`config.mk`:
```
export PLATFORM = sky130hd
export DESIGN_NAME = fetch_stage_unit
export DESIGN_NICKNAME = d
export VERILOG_FILES = /design/src/rtl/fetch_stage_unit.sv
export SDC_FILE = /design/constraint.sdc
export NUM_CORES = 1
export LEC_CHECK = 0
export ABC_CLOCK_PERIOD_IN_PS = 4800
export CORE_AREA = 8 8 115 96
export DETAILED_ROUTE_END_ITERATION = 7
export DIE_AREA = 0 0 123 104
export GPL_ROUTABILITY_DRIVEN = 0
export GPL_TIMING_DRIVEN = 1
export PLACE_DENSITY = 0.91
export SETUP_SLACK_MARGIN = 0.15
export SYNTH_ARGS = -nofsm -noshare
export SYNTH_HDL_FRONTEND = slang
export SYNTH_SLANG_ARGS = --single-unit
export TNS_END_PERCENT = 100
```
`constraint.sdc`:
```
create_clock -name clk -period 4.8 [get_ports clk]
set_input_delay 0.96 -clock clk [delete_from_list [all_inputs] [get_ports clk]]
set_output_delay 0.96 -clock clk [all_outputs]
set_load 0.05 [all_outputs]
```
`src/rtl/fetch_stage_unit.sv`:
```
// fetch_stage_unit: program counter, instruction fetch and IF/ID register.
// Optional counters are enabled with `define FETCH_PERF_CNT_EN.
module fetch_stage_unit #(
  parameter logic [31:0] PC_RESET  = 32'h0000_0000,
  parameter logic [31:0] NOP_INSTR = 32'hE1A0_0000,
  parameter int          SAT_CNT_W = 32
) (
  input  logic                 clk,
  input  logic                 rst,
  input  logic                 hazard_detected,
  input  logic                 branch_taken,
  input  logic [31:0]          branch_address,
  input  logic [31:0]          imem_rdata,
  output logic [31:0]          imem_addr,
  output logic [31:0]          id_instruction,
  output logic [31:0]          id_pc,
  output logic                 id_valid
`ifdef FETCH_PERF_CNT_EN
  ,
  output logic [SAT_CNT_W-1:0] stall_count,
  output logic [SAT_CNT_W-1:0] flush_count
`endif
);

  typedef struct packed {
    logic [31:0] instr;
    logic [31:0] pc;
    logic        valid;
  } if_id_t;

  localparam logic [31:0] PC_INIT = {PC_RESET[31:2], 2'b00};

  logic [31:0] pc;
  logic [31:0] pc_plus4;
  if_id_t      if_id;
  logic        br_addr_unused;

  assign pc_plus4       = pc + 32'd4;
  assign imem_addr      = pc;
  assign id_instruction = if_id.instr;
  assign id_pc          = if_id.pc;
  assign id_valid       = if_id.valid;
  assign br_addr_unused = ^branch_address[1:0];

  // PC: branch redirect beats stall, stall beats advance
  always_ff @(posedge clk) begin
    if (rst) begin
      pc <= PC_INIT;
    end else if (branch_taken) begin
      pc <= {branch_address[31:2], 2'b00};
    end else if (!hazard_detected) begin
      pc <= pc_plus4;
    end
  end

  // IF/ID: flush on branch, hold on stall, capture otherwise
  always_ff @(posedge clk) begin
    if (rst) begin
      if_id.instr <= NOP_INSTR;
      if_id.pc    <= 32'd0;
      if_id.valid <= 1'b0;
    end else if (branch_taken) begin
      if_id.instr <= NOP_INSTR;
      if_id.pc    <= 32'd0;
      if_id.valid <= 1'b0;
    end else if (!hazard_detected) begin
      if_id.instr <= imem_rdata;
      if_id.pc    <= pc_plus4;
      if_id.valid <= 1'b1;
    end
  end

`ifdef FETCH_PERF_CNT_EN
  // Saturating freeze and flush event counters
  always_ff @(posedge clk) begin
    if (rst) begin
      stall_count <= '0;
      flush_count <= '0;
    end else begin
      if (branch_taken && !(&flush_count))
        flush_count <= flush_count + SAT_CNT_W'(1);
      if (hazard_detected && !branch_taken && !(&stall_count))
        stall_count <= stall_count + SAT_CNT_W'(1);
    end
  end
`else
  localparam int cnt_w_unused = SAT_CNT_W;
`endif

endmodule

```
==> reports/results.tsv, run 1 <==
metric	value	unit
outcome	finished clean	
FFs w/ async S/R, synth	0	%
CP cell instances	clkdlybuf4s50_1 > nor2_2 > buf_4 > nand2_1 > o22ai_1	
Pins Over Slew Limit	0	
Post-Layout Cell Count	745	
worst skew pair latency	330	ps
post-synth cell types	39	
Post-CTS Setup Repair Bufs	0	
family with the most delay on the worst path	buffers and inverters	
#FFs+latches synth	93	
CTS resizes	0	
Port Buf Inserts	158	
final worst-path cycle share	57.4	%
clock slew seen by the registers of the worst setup and hold paths	60	ps
P_leak	2.16	nW
critical-path cell with the highest stage delay	clkdlybuf4s50_1	
top post-synthesis cells by area	dfxtp_1 44%, mux2i_1 8.6%, xnor2_1 6.9%	
leading area contributor after synthesis	dfxtp_1	
total power	1.88	mW
grt ovf	0	
Final Skew	11.3	ps
die width	123	um
pin count of the biggest net entering global routing	57	
top cell type's share of synthesized area	44.2	%
Via density	5.32	
Remaining DRCs	0	
most common cell after layout, fill and taps aside	clkdlybuf4s50_1	
DIE HEIGHT	104	um
WL met1	5340	um
initial core utilization	45.4	%
PwrDens	309	nW/um^2
post-route ant nets	0	
GRT Total Usage	20.7	%
layout cells sized above 1	4.79	%
post-DP HPWL	9680	um
Root Driver	clkbuf_16	
CTS Buffer Depth	2	
RSZ-0062 raised after global routing	no	
IO Pins	165	
CP Capture Type	flip-flop	
Critical Path RT	5040	ps
Yosys warning count	0	
Slew Limit Headroom	46.4	%
worst-margin pin slew	796	ps
CTS tree	done	
Inserted Clock Buffers	9	
final hold violation count	0	
max incr delay on CP	740	ps
WL met2	6540	um
Post-DP Area	5800	sq um
Detailed Route WL	13400	um
Layout area overhead	44.2	%
drt wl/cell	17.9	um
top_reg_cell synth	dfxtp_1	
vias post-DR	3965	
Die Area	12800	sq um
crit path kind	input port to flip-flop	
dpl ws	1720	ps
fin area	6070	sq um
final setup margin	2050	ps
Buf+Inv Stages, Crit Path	2	
Arrival @ worst endpoint	3000	ps
startpoint class of the critical path	input port	
core footprint	9290	sq um
Setup violations, final	0	
Worst VDD drop	167	uV
Mean Syn Cell Area	8.65	sq um
hold_buf cts	0	
setup TNS	0	ps
most frequent cells in the layout	157 x clkdlybuf4s50_1, 93 x dfxtp_1, 64 x nor2_1	
Max Clk Rate	363	MHz
DRT iter0 DRCs	262	
register area share after synthesis	44.2	%
Max FO, Critical Path	20	
Max Used Layer	met4	
WL met3	1250	um
Worst Hold Class	flip-flop to flip-flop	
Clock Sinks	93	
Post-synth EDFFs	0	
Layout Nets	690	
H-tree levels	3	
vias in the first global route	4114	
DR pass1 iterations	4	
crit path time final	2750	ps
Max-cap violations	0	
Synth Cell Area	4210	sq um
Post-Synthesis Cells	487	
ant diodes	0	
initial antenna violation count	0	
Layout fillers	789	
global-route wire length before repair	21600	um
Inst Count DP	729	
FP Rows	32	
synth_stat cells (all sizes together), types with 15 or more instances:
library cell,number
mux2i,36
xor2,18
a21oi,39
clkbuf,29
xnor2,33
dfxtp,93
o21ai,26
buf,15
nor2,65
nor4,16
nand2,34
routing by layer:
metal	global-route usage [%]	vias up
met5	0	-
li1	-	1935
met1	24.3	1863
met3	6.78	14
met4	5.58	0
met2	35.1	153
cell type report:
class	instances	area [sq um]	area share (%)
clock buffers	11	233	3.83
clock inverters	5	37.5	0.618
well taps	119	149	2.45
inverters	4	15.0	0.247
flip-flops and latches	93	1860	30.6
repair buffers	164	1620	26.7
multi-input cells	349	2160	35.5
registers in the layout, summed over array words and instances (netlist names):
| register | flops |
|---|---|
| id_instruction | 32 |
| id_valid | 1 |
| imem_addr | 30 |
| id_pc | 30 |
path summary, 6_finish.rpt:
| check | startpoint | to | slack [ps] | depth (start not counted) |
|---|---|---|---|---|
| max | rst | imem_addr[23] | 2050 | 5 |
| min | id_pc[7] | id_pc[7] | 460 | 2 |
| max reg2reg | imem_addr[2] | id_pc[14] | 2410 | 6 |
| min reg2reg | id_pc[7] | id_pc[7] | 460 | 2 |
worst register-to-register path: cells and delay by family (launching register included):
family | cells | cell delay [ps]
AO/OA/AOI/OAI | 1 | 90
XOR/XNOR | 1 | 130
adder cells (fa/ha/maj) | 1 | 280
flip-flops | 1 | 420
AND/OR/NAND/NOR | 3 | 1350
kinds of logic (layout without fill, tap and decap cells):
kind of cell | Yosys count | after routing | share of synthesized area (%)
AO/OA/AOI/OAI | 88 | 88 | 11.7
XOR/XNOR | 51 | 51 | 10.6
adder cells (fa/ha/maj) | 1 | 1 | 0.297
buffers and inverters | 48 | 184 | 4.93
flip-flops | 93 | 93 | 44.2
multiplexers | 36 | 36 | 8.55
other | 1 | 4 | 0.0890
AND/OR/NAND/NOR | 169 | 169 | 19.6
power breakdown:
group	leakage (nW)	total, mW	switching, mW	internal (mW)
sequential	0.762	0.846	0.0398	0.806
combinational	1.28	0.375	0.224	0.150
clock	0.126	0.655	0.302	0.353
per-stage QoR:
step / hold WS (ps) / utilization, %
2_1_floorplan: 689 / -
3_3_place_gp: 449 / 62.5
3_5_place_dp: 454 / 62.5
4_1_cts: 464 / 65.4
5_1_grt: 494 / 65.4
6_report: 463 / 65.4
No activity file was read; power rests on OpenSTA's default activity.
==> run 2: changes to the inputs <==
Settings changed: ABC_CLOCK_PERIOD_IN_PS 4800 to 2700, CORE_AREA 8 8 115 96 to 8 8 119 99, DIE_AREA 0 0 123 104 to 0 0 127 107, PLACE_DENSITY 0.91 to 0.86.
Clock period 4.8 ns to 2.7 ns, I/O delays scaled along.
==> run 2 against run 1 <==
Worst setup slack worse by 1600 ps. Combinational power is 79% higher. Power is 80% higher. Clock skew is 2.0 ps higher. Worst hold slack worse by 3.6 ps. Sequential cell count stayed put. Sequential share of layout area is 0.34 points lower. Sequential power is 77% higher. Critical path type is now flip-flop to output pin.
==> reports/results.tsv, run 2 (synthesis results as in run 1) <==
metric	value	unit	change
Max-cap violations	0		unchanged
die width	127	um	+3.3%
Die Area	13600	sq um	+6.2%
startpoint class of the critical path	flip-flop		
Largest register FFs	32		unchanged
ant diodes	0		unchanged
Slew Limit Headroom	48.1	%	+1.6 points
Max FO, Critical Path	6		-70%
Final Skew	13.3	ps	+2.01 ps
Worst Hold Class	flip-flop to flip-flop		
Inserted Clock Buffers	9		unchanged
Setup violations, final	0		unchanged
core footprint	9910	sq um	+6.7%
post-DP HPWL	9730	um	+0.50%
drt wl/cell	17.5	um	-2.5%
hold_buf cts	0		unchanged
hold_ws	460	ps	-3.58 ps
FF-to-FF path depth	5		-1
Max Clk Rate	435	MHz	
crit path time final	2300	ps	
IO Pins	165		unchanged
DR pass1 iterations	4		unchanged
Worst VDD drop	478	uV	+190%
CTS tree	done		
logic gate share of total power	19.9	%	about the same
CP cell instances	clkdlybuf4s50_1		
PwrDens	549	nW/um^2	+78%
GRT Total Usage	19.1	%	-1.6 points
worst skew pair latency	350	ps	+20 ps
crit path kind	flip-flop to output pin		
clock share of power	35.6	%	+0.7 points
Arrival @ worst endpoint	1760	ps	-1240 ps
initial core utilization	42.5	%	-2.8 points
Detailed Route WL	13200	um	-1.5%
Layout area overhead	45.8	%	
outcome	finished clean		
final hold violation count	0		unchanged
initial antenna violation count	0		unchanged
most common cell after layout, fill and taps aside	clkdlybuf4s50_1		
RSZ-0062 raised after global routing	no		
post-route ant nets	0		unchanged
clock slew seen by the registers of the worst setup and hold paths	70	ps	about the same
Post-Layout Cell Count	753		+1.1%
Post-CTS Setup Repair Bufs	0		unchanged
Buf+Inv Stages, Crit Path	1		-1
Pint	2.36	mW	+80%
P_leak	2.20	nW	+1.8%
global-route wire length before repair	21100	um	-2.4%
Critical Path RT	2160	ps	-2880 ps
WP depth	1		-4
Layout fillers	832		+5.4%
CP Capture Type	output pin		
Sequential Power Share	44.5	%	-0.6 points
vias in the first global route	4108		-0.15%
H-tree levels	3		unchanged
final worst-path cycle share	85.1	%	
CTS Buffer Depth	2		unchanged
Pins Over Slew Limit	0		unchanged
most frequent cells in the layout	157 x clkdlybuf4s50_1, 93 x dfxtp_1, 64 x nor2_1		
critical-path cell with the highest stage delay	clkdlybuf4s50_1		
worst-margin pin slew	779	ps	-17.2 ps
vias post-DR	3998		+0.83%
sw power	1.01	mW	+79%
hold path depth	2		unchanged
layout cells sized above 1	5.86	%	+1.1 points
Inst Count DP	737		+1.1%
DIE HEIGHT	107	um	+2.9%
pin count of the biggest net entering global routing	57		unchanged
setup TNS	0	ps	unchanged
max incr delay on CP	900	ps	+160 ps
Remaining DRCs	0		unchanged
Layout Nets	695		+0.72%
grt ovf	0		unchanged
CTS resizes	0		unchanged
Sw Ratio	30.0	%	-0.19 points
DRT iter0 DRCs	288		+9.9%
Root Driver	clkbuf_16		
Clock Sinks	93		unchanged
FP Rows	33		+3.1%
family with the most delay on the worst path	buffers and inverters		
Port Buf Inserts	158		unchanged
Via density	5.31		-0.24%
## run 2: cell types whose count changed in the layout (fill, tap and decap cells not counted)
cell      change
buf_12        +1
buf_4         +4
clkbuf_1      -2
inv_6         +2
clkbuf_8      +1
clkinv_4      -1
## run 2: layout make-up
type | instances | area, sq um | share of cell area (%)
Inverter | 4 | 15.0 | 0.244
Multi-Input combinational cell | 349 | 2160 | 35.1
Clock buffer | 10 | 239 | 3.89
Tap cell | 122 | 153 | 2.48
Clock inverter | 6 | 46.3 | 0.754
Timing Repair Buffer | 169 | 1670 | 27.2
Sequential cell | 93 | 1860 | 30.3
## run 2: worst paths after layout
path                                    from             to  slack, ps
worst max-delay path            imem_addr[8]   imem_addr[8]        400
worst min-delay path                id_pc[7]       id_pc[7]        460
worst max register to register  imem_addr[8]  imem_addr[24]        450
worst min register to register      id_pc[7]       id_pc[7]        460
## run 2: power by group through the flow
stage	logic, mW	registers, mW	clock network, mW
floorplan	0.202	1.73	0
global placement	0.662	1.53	0
detailed placement	0.671	1.53	0
CTS	0.674	1.50	1.24
global route	0.710	1.51	1.28
finish	0.670	1.50	1.20
## run 2: layer usage
layer	track usage (%)	wire, um
met5	0	0
met2	33.2	6540
met4	6.02	153
met3	6.65	1180
met1	21.5	5280
## run 2: metrics by stage
stage	setup WS, ps	power, mW	utilization (%)	cell area, sq um
final	403	3.37	62.0	6140
after global routing	293	3.50	62.0	6140
after CTS	404	3.41	62.0	6140
after detailed placement	472	2.20	59.1	5860
after global placement	514	2.19	59.1	5860
after floorplan	337	1.93	-	4220
